File: config.mk
export PLATFORM = sky130hd
export DESIGN_NAME = run_controller
export DESIGN_NICKNAME = d
export VERILOG_FILES = /design/src/rtl/run_controller.sv
export SDC_FILE = /design/constraint.sdc
export NUM_CORES = 1
export LEC_CHECK = 0
export CAP_MARGIN = 10
export CORE_MARGIN = 1
export CORE_UTILIZATION = 50
export DETAILED_ROUTE_END_ITERATION = 10
export GPL_TIMING_DRIVEN = 1
export PLACE_DENSITY = 0.81
export SKIP_LAST_GASP = 1
export SYNTH_ARGS = -nofsm -noshare
export SYNTH_HDL_FRONTEND = slang
export SYNTH_SLANG_ARGS = --single-unit
export TNS_END_PERCENT = 10
File: constraint.sdc
create_clock -name clk -period 4.7 [get_ports clk]
set_clock_uncertainty 0.05 [all_clocks]
set_input_delay 0.47 -clock clk [delete_from_list [all_inputs] [get_ports clk]]
set_output_delay 0.47 -clock clk [all_outputs]
set_load 0.02 [all_outputs]
File: src/rtl/run_controller.sv
// Sequencer between the host byte loader and the RISC-V top: packs program bytes into
// instruction-memory words, releases CPU reset, pulses startProcess and times the run.
module run_controller #(
  parameter int unsigned IM_MEM_DEPTH   = 256,
  parameter int unsigned CNT_W          = 32,
  parameter int unsigned TIMEOUT_CYCLES = 1000000,
  localparam int unsigned IM_ADDR_W     = $clog2(IM_MEM_DEPTH)
) (
  input  logic                 clk,
  input  logic                 rst,
  input  logic                 ld_valid,
  input  logic [7:0]           ld_byte,
  input  logic                 ld_last,
  output logic                 ld_ready,
  input  logic                 run_req,
  input  logic                 abort,
  output logic                 im_we,
  output logic [IM_ADDR_W-1:0] im_addr,
  output logic [31:0]          im_wdata,
  output logic                 cpu_rstN,
  output logic                 startProcess,
  input  logic                 endProcess,
  output logic                 busy,
  output logic                 done,
  output logic                 timeout,
  output logic                 load_err,
  output logic [CNT_W-1:0]     cycle_count
);

  // One extra bit so the word index can reach IM_MEM_DEPTH (memory full).
  localparam int unsigned IDX_W = IM_ADDR_W + 1;

  typedef enum logic [2:0] {
    S_IDLE, S_LOAD, S_READY, S_START, S_RUN, S_DONE, S_TIMEOUT, S_FAULT
  } state_t;

  state_t               state_q, state_d;
  logic [IDX_W-1:0]     word_idx_q, word_idx_d;
  logic [1:0]           lane_q, lane_d;
  logic [31:0]          wbuf_q, wbuf_d;
  logic [CNT_W-1:0]     count_d;
  logic                 im_we_d;
  logic [IM_ADDR_W-1:0] im_addr_d;
  logic [31:0]          im_wdata_d;

  logic                 fresh;
  logic                 take;
  logic [IDX_W-1:0]     base_idx;
  logic [1:0]           base_lane;
  logic [31:0]          base_buf;
  logic [31:0]          merged;

  // Next-state, byte packing and run timing.
  always_comb begin
    state_d    = state_q;
    word_idx_d = word_idx_q;
    lane_d     = lane_q;
    wbuf_d     = wbuf_q;
    count_d    = cycle_count;
    im_we_d    = 1'b0;
    im_addr_d  = im_addr;
    im_wdata_d = im_wdata;
    take       = 1'b0;

    // Any byte accepted outside LOAD starts a new program at word 0, lane 0.
    fresh     = (state_q != S_LOAD);
    base_idx  = fresh ? '0 : word_idx_q;
    base_lane = fresh ? 2'd0 : lane_q;
    base_buf  = fresh ? 32'd0 : wbuf_q;
    merged    = base_buf | (32'(ld_byte) << {base_lane, 3'b000});

    if (abort) begin
      state_d = S_IDLE;
      lane_d  = 2'd0;
      wbuf_d  = 32'd0;
    end else begin
      case (state_q)
        S_IDLE, S_LOAD: take = ld_valid;
        S_READY:        if (run_req) state_d = S_START;
        S_START:        state_d = S_RUN;
        S_RUN: begin
          if (endProcess)
            state_d = S_DONE;
          else if (cycle_count == CNT_W'(TIMEOUT_CYCLES - 1))
            state_d = S_TIMEOUT;
          else if (cycle_count != '1)
            count_d = cycle_count + CNT_W'(1);
        end
        S_DONE:    if (run_req) state_d = S_START;
                   else take = ld_valid;
        S_TIMEOUT: if (run_req) state_d = S_READY;
                   else take = ld_valid;
        S_FAULT:   state_d = S_FAULT;
      endcase

      if (take) begin
        if (base_idx == IDX_W'(IM_MEM_DEPTH)) begin
          state_d = S_FAULT;
          lane_d  = 2'd0;
          wbuf_d  = 32'd0;
        end else begin
          state_d = ld_last ? S_READY : S_LOAD;
          if (ld_last || (base_lane == 2'd3)) begin
            im_we_d    = 1'b1;
            im_addr_d  = base_idx[IM_ADDR_W-1:0];
            im_wdata_d = merged;
            word_idx_d = base_idx + IDX_W'(1);
            lane_d     = 2'd0;
            wbuf_d     = 32'd0;
          end else begin
            word_idx_d = base_idx;
            lane_d     = base_lane + 2'd1;
            wbuf_d     = merged;
          end
        end
      end
    end

    if (state_d == S_START) count_d = '0;
  end

  // State and registered outputs; status flags follow the next state.
  always_ff @(posedge clk) begin
    if (rst) begin
      state_q      <= S_IDLE;
      word_idx_q   <= '0;
      lane_q       <= 2'd0;
      wbuf_q       <= 32'd0;
      cycle_count  <= '0;
      im_we        <= 1'b0;
      im_addr      <= '0;
      im_wdata     <= 32'd0;
      ld_ready     <= 1'b1;
      cpu_rstN     <= 1'b0;
      startProcess <= 1'b0;
      busy         <= 1'b0;
      done         <= 1'b0;
      timeout      <= 1'b0;
      load_err     <= 1'b0;
    end else begin
      state_q      <= state_d;
      word_idx_q   <= word_idx_d;
      lane_q       <= lane_d;
      wbuf_q       <= wbuf_d;
      cycle_count  <= count_d;
      im_we        <= im_we_d;
      im_addr      <= im_addr_d;
      im_wdata     <= im_wdata_d;
      ld_ready     <= (state_d == S_IDLE) || (state_d == S_LOAD);
      cpu_rstN     <= !((state_d == S_IDLE) || (state_d == S_LOAD) ||
                        (state_d == S_TIMEOUT) || (state_d == S_FAULT));
      startProcess <= (state_d == S_START);
      busy         <= (state_d == S_LOAD) || (state_d == S_START) || (state_d == S_RUN);
      done         <= (state_d == S_DONE);
      timeout      <= (state_d == S_TIMEOUT);
      load_err     <= (state_d == S_FAULT);
    end
  end

endmodule

==> reports/results.tsv <==
metric	value	unit
Worst-Skew Late Latency	0.53	ns
Sink Count	126	
Final min period	3.142	ns
Hold WC Path Type	flop to flop	
Ys Warns	0	
share of the synthesized area in the top cell type	45.69	%
row cnt	37	
die extent in y	107.1	um
# DRC	0	
DRC marker count from the first detailed-route iteration	401	
final core occ	67.16	%
Max Cap Viol	0	
CTS Hold Buffers Added	0	
setup bufs post-CTS	0	
core area	0.01051	mm2
Max-slew headroom	19.68	%
Fin Hold WS	0.4066	ns
setup violators final	0	
number of port buffers	94	
P&R area growth vs syn	27.86	%
Logic pwr share	5.7	%
I/O pins	95	
synthesized area	0.005520	mm2
sequential share of the synthesized area	45.69	%
Vias	5148	
RePlAce Congestion	0.8385	
clock network power share	50.6	%
post-CTS sizing	0	
largest cells by area after synthesis	dfxtp_1, nor2_1, a21oi_1, nand2_1, a22oi_1	
internal power	1892	uW
run status	complete, no violations	
largest net degree at the start of global routing	57	
EDFF count, synth	0	
first-pass detailed-route iteration total	7	
first-pass GRT wire length	22610	um
cell taking the most area after synthesis	dfxtp_1	
actual slew at the worst max-slew pin	1.202	ns
Slew Viols, Final	0	
Required @ worst endpoint	5.10	ns
Overall Global Routing Usage	24.94	%
sequential power share	43.7	%
power density cells	351.6	mW/mm2
predominant post-synthesis flop cell	dfxtp_1	
NetSw	589.0	uW
total congestion overflow	0	
worst-path fanout max	24	
wire per inst	15.31	um
Lkg Pwr	0.002380	uW
vias in the first global route	4778	
worst vdd ir	0.2097	mV
CTS tree	done	
clock root cell	clkbuf_8	
Clock Path Buffers	2	
setup TNS	0	ns
routed vias/inst	5.682	
Crit Path Category	flop to flop	
H-tree depth	4	
cts bufs inserted	17	
register bit total from synthesis	126	
Cell variety after synth	54	
number of diodes	0	
initial antenna violation count	0	
Antenna Nets Post-Route	0	
Net Sw Frac	23.74	%
Worst EP arrival	3.54	ns
fmax	318.2	MHz
Starting Density	52.53	%
Mapped Avg Cell Area	8.094	um2
dpl hpwl	9008	um
Setup crit start kind	flop	
synth cell count leaders	dfxtp_1, nor2_1, nand2_1, a21oi_1	
Hold Fails Final Rpt	0	
Reg clk slew, reported paths	0.06	ns
Post-Syn Nets	701	
die width	107.1	um
crit share post-route	66.86	%
most frequent cell after synthesis	dfxtp_1	
async set-or-reset flop fraction in the synthesized netlist	0	%
share of cells above drive strength 1	7.403	%
final net count	776	
crit end category	flop	
die area	0.01147	mm2
RSZ-0062 raised after global routing	no	
Syn Inst Count	682	
Total Routed Length	13870	um
[metal layers]
| layer | part of all wire [%] | GRT usage (%) | vias to the layer above |
|---|---|---|---|
| met5 | 0 | 0 | - |
| met3 | 5.8 | 5.957 | 26 |
| met1 | 44 | 31.51 | 2435 |
| li1 | - | - | 2512 |
| met4 | 1.5 | 9.295 | 0 |
| met2 | 49 | 41.20 | 175 |
[layout make-up]
| type | instances | area [um2] |
|---|---|---|
| Timing Repair Buffer | 100 | 980.9 |
| Fill cell | 838 | 3451 |
| Inverter | 8 | 30.03 |
| Multi-Input combinational cell | 504 | 2784 |
| Tap cell | 136 | 170.2 |
| Clock buffer | 19 | 431.7 |
| Clock inverter | 13 | 138.9 |
| Sequential cell | 126 | 2522 |
[sequential cells by signal (all words and copies together), names as in the netlist]
| signal | flops |
|---|---|
| done | 1 |
| busy | 1 |
| startProcess | 1 |
| wbuf_q | 32 |
| im_addr | 8 |
| state_q | 3 |
| ld_ready | 1 |
| timeout | 1 |
| im_wdata | 32 |
| word_idx_q | 9 |
| cycle_count | 32 |
| load_err | 1 |
| im_we | 1 |
| cpu_rstN | 1 |
| lane_q | 2 |
[critical path: stages (launching register included)]
cell and delay, ns:
dfxtp_1 0.45, nor3b_2 0.21, buf_4 0.28, nand2_1 0.12, ha_1 0.20, nor4bb_1 0.12
nand3_1 0.12, o2111ai_1 0.51, or2_0 0.43, or4_1 0.41, a21oi_1 0.15
[cell families (layout without fill, tap and decap cells)]
| logic type | count (synthesis) | after routing | share of synthesized area (%) |
|---|---|---|---|
| fa+ha+maj | 4 | 4 | 0.9067 |
| xor+xnor | 31 | 31 | 4.918 |
| buf+inv | 52 | 140 | 4.034 |
| compound gates | 152 | 152 | 17.47 |
| simple gates | 317 | 317 | 26.97 |
| flops | 126 | 126 | 45.69 |
[power by group through the flow]
| stage | Combinational (uW) | Clock [uW] | Sequential, uW |
|---|---|---|---|
| floorplan | 88.4 | 0 | 1110 |
| finish | 141 | 1260 | 1080 |
| global placement | 135 | 0 | 1110 |
| global route | 152 | 1320 | 1090 |
| detailed placement | 139 | 0 | 1110 |
| CTS | 140 | 1270 | 1080 |
[worst paths after layout]
path,start,slack (ns),end,cells after the start
worst max-delay path,state_q[0],1.56,word_idx_q[8],10
worst min-delay path,im_wdata[8],0.41,im_wdata[8],2
worst max register to register,state_q[0],1.56,word_idx_q[8],10
worst min register to register,im_wdata[8],0.41,im_wdata[8],2
[metrics by stage]
stage | instance area [um2] | setup WS, ns | std cells | power (uW)
finish | 7058 | 1.558 | 906 | 2481
global route | 7058 | 1.295 | 906 | 2557
CTS | 7058 | 1.590 | 906 | 2491
detailed placement | 6487 | 1.596 | 874 | 1246
global placement | 6487 | 1.736 | 874 | 1242
floorplan | 5520 | 1.974 | 682 | 1199
[cell usage in the layout (no fill, tap or decap), types with 3 or more instances in the layout]
master,n
nor2_2,3
a21oi_1,80
nor3_1,14
nand4_1,10
clkbuf_16,16
and3_1,8
xor2_1,13
nand3_1,24
clkinv_2,4
nor4b_1,3
a22oi_1,35
dfxtp_1,126
nor2b_1,3
ha_1,4
and4_1,4
clkdlybuf4s50_1,93
nand2b_1,7
xnor2_1,18
nor2_1,110
nor3b_1,3
and2_1,4
a22o_1,9
nor4_1,8
inv_1,7
or2_2,3
clkinv_4,3
o21ai_0,9
buf_4,6
nand2_1,98
No activity file was read; power rests on OpenSTA's default activity.
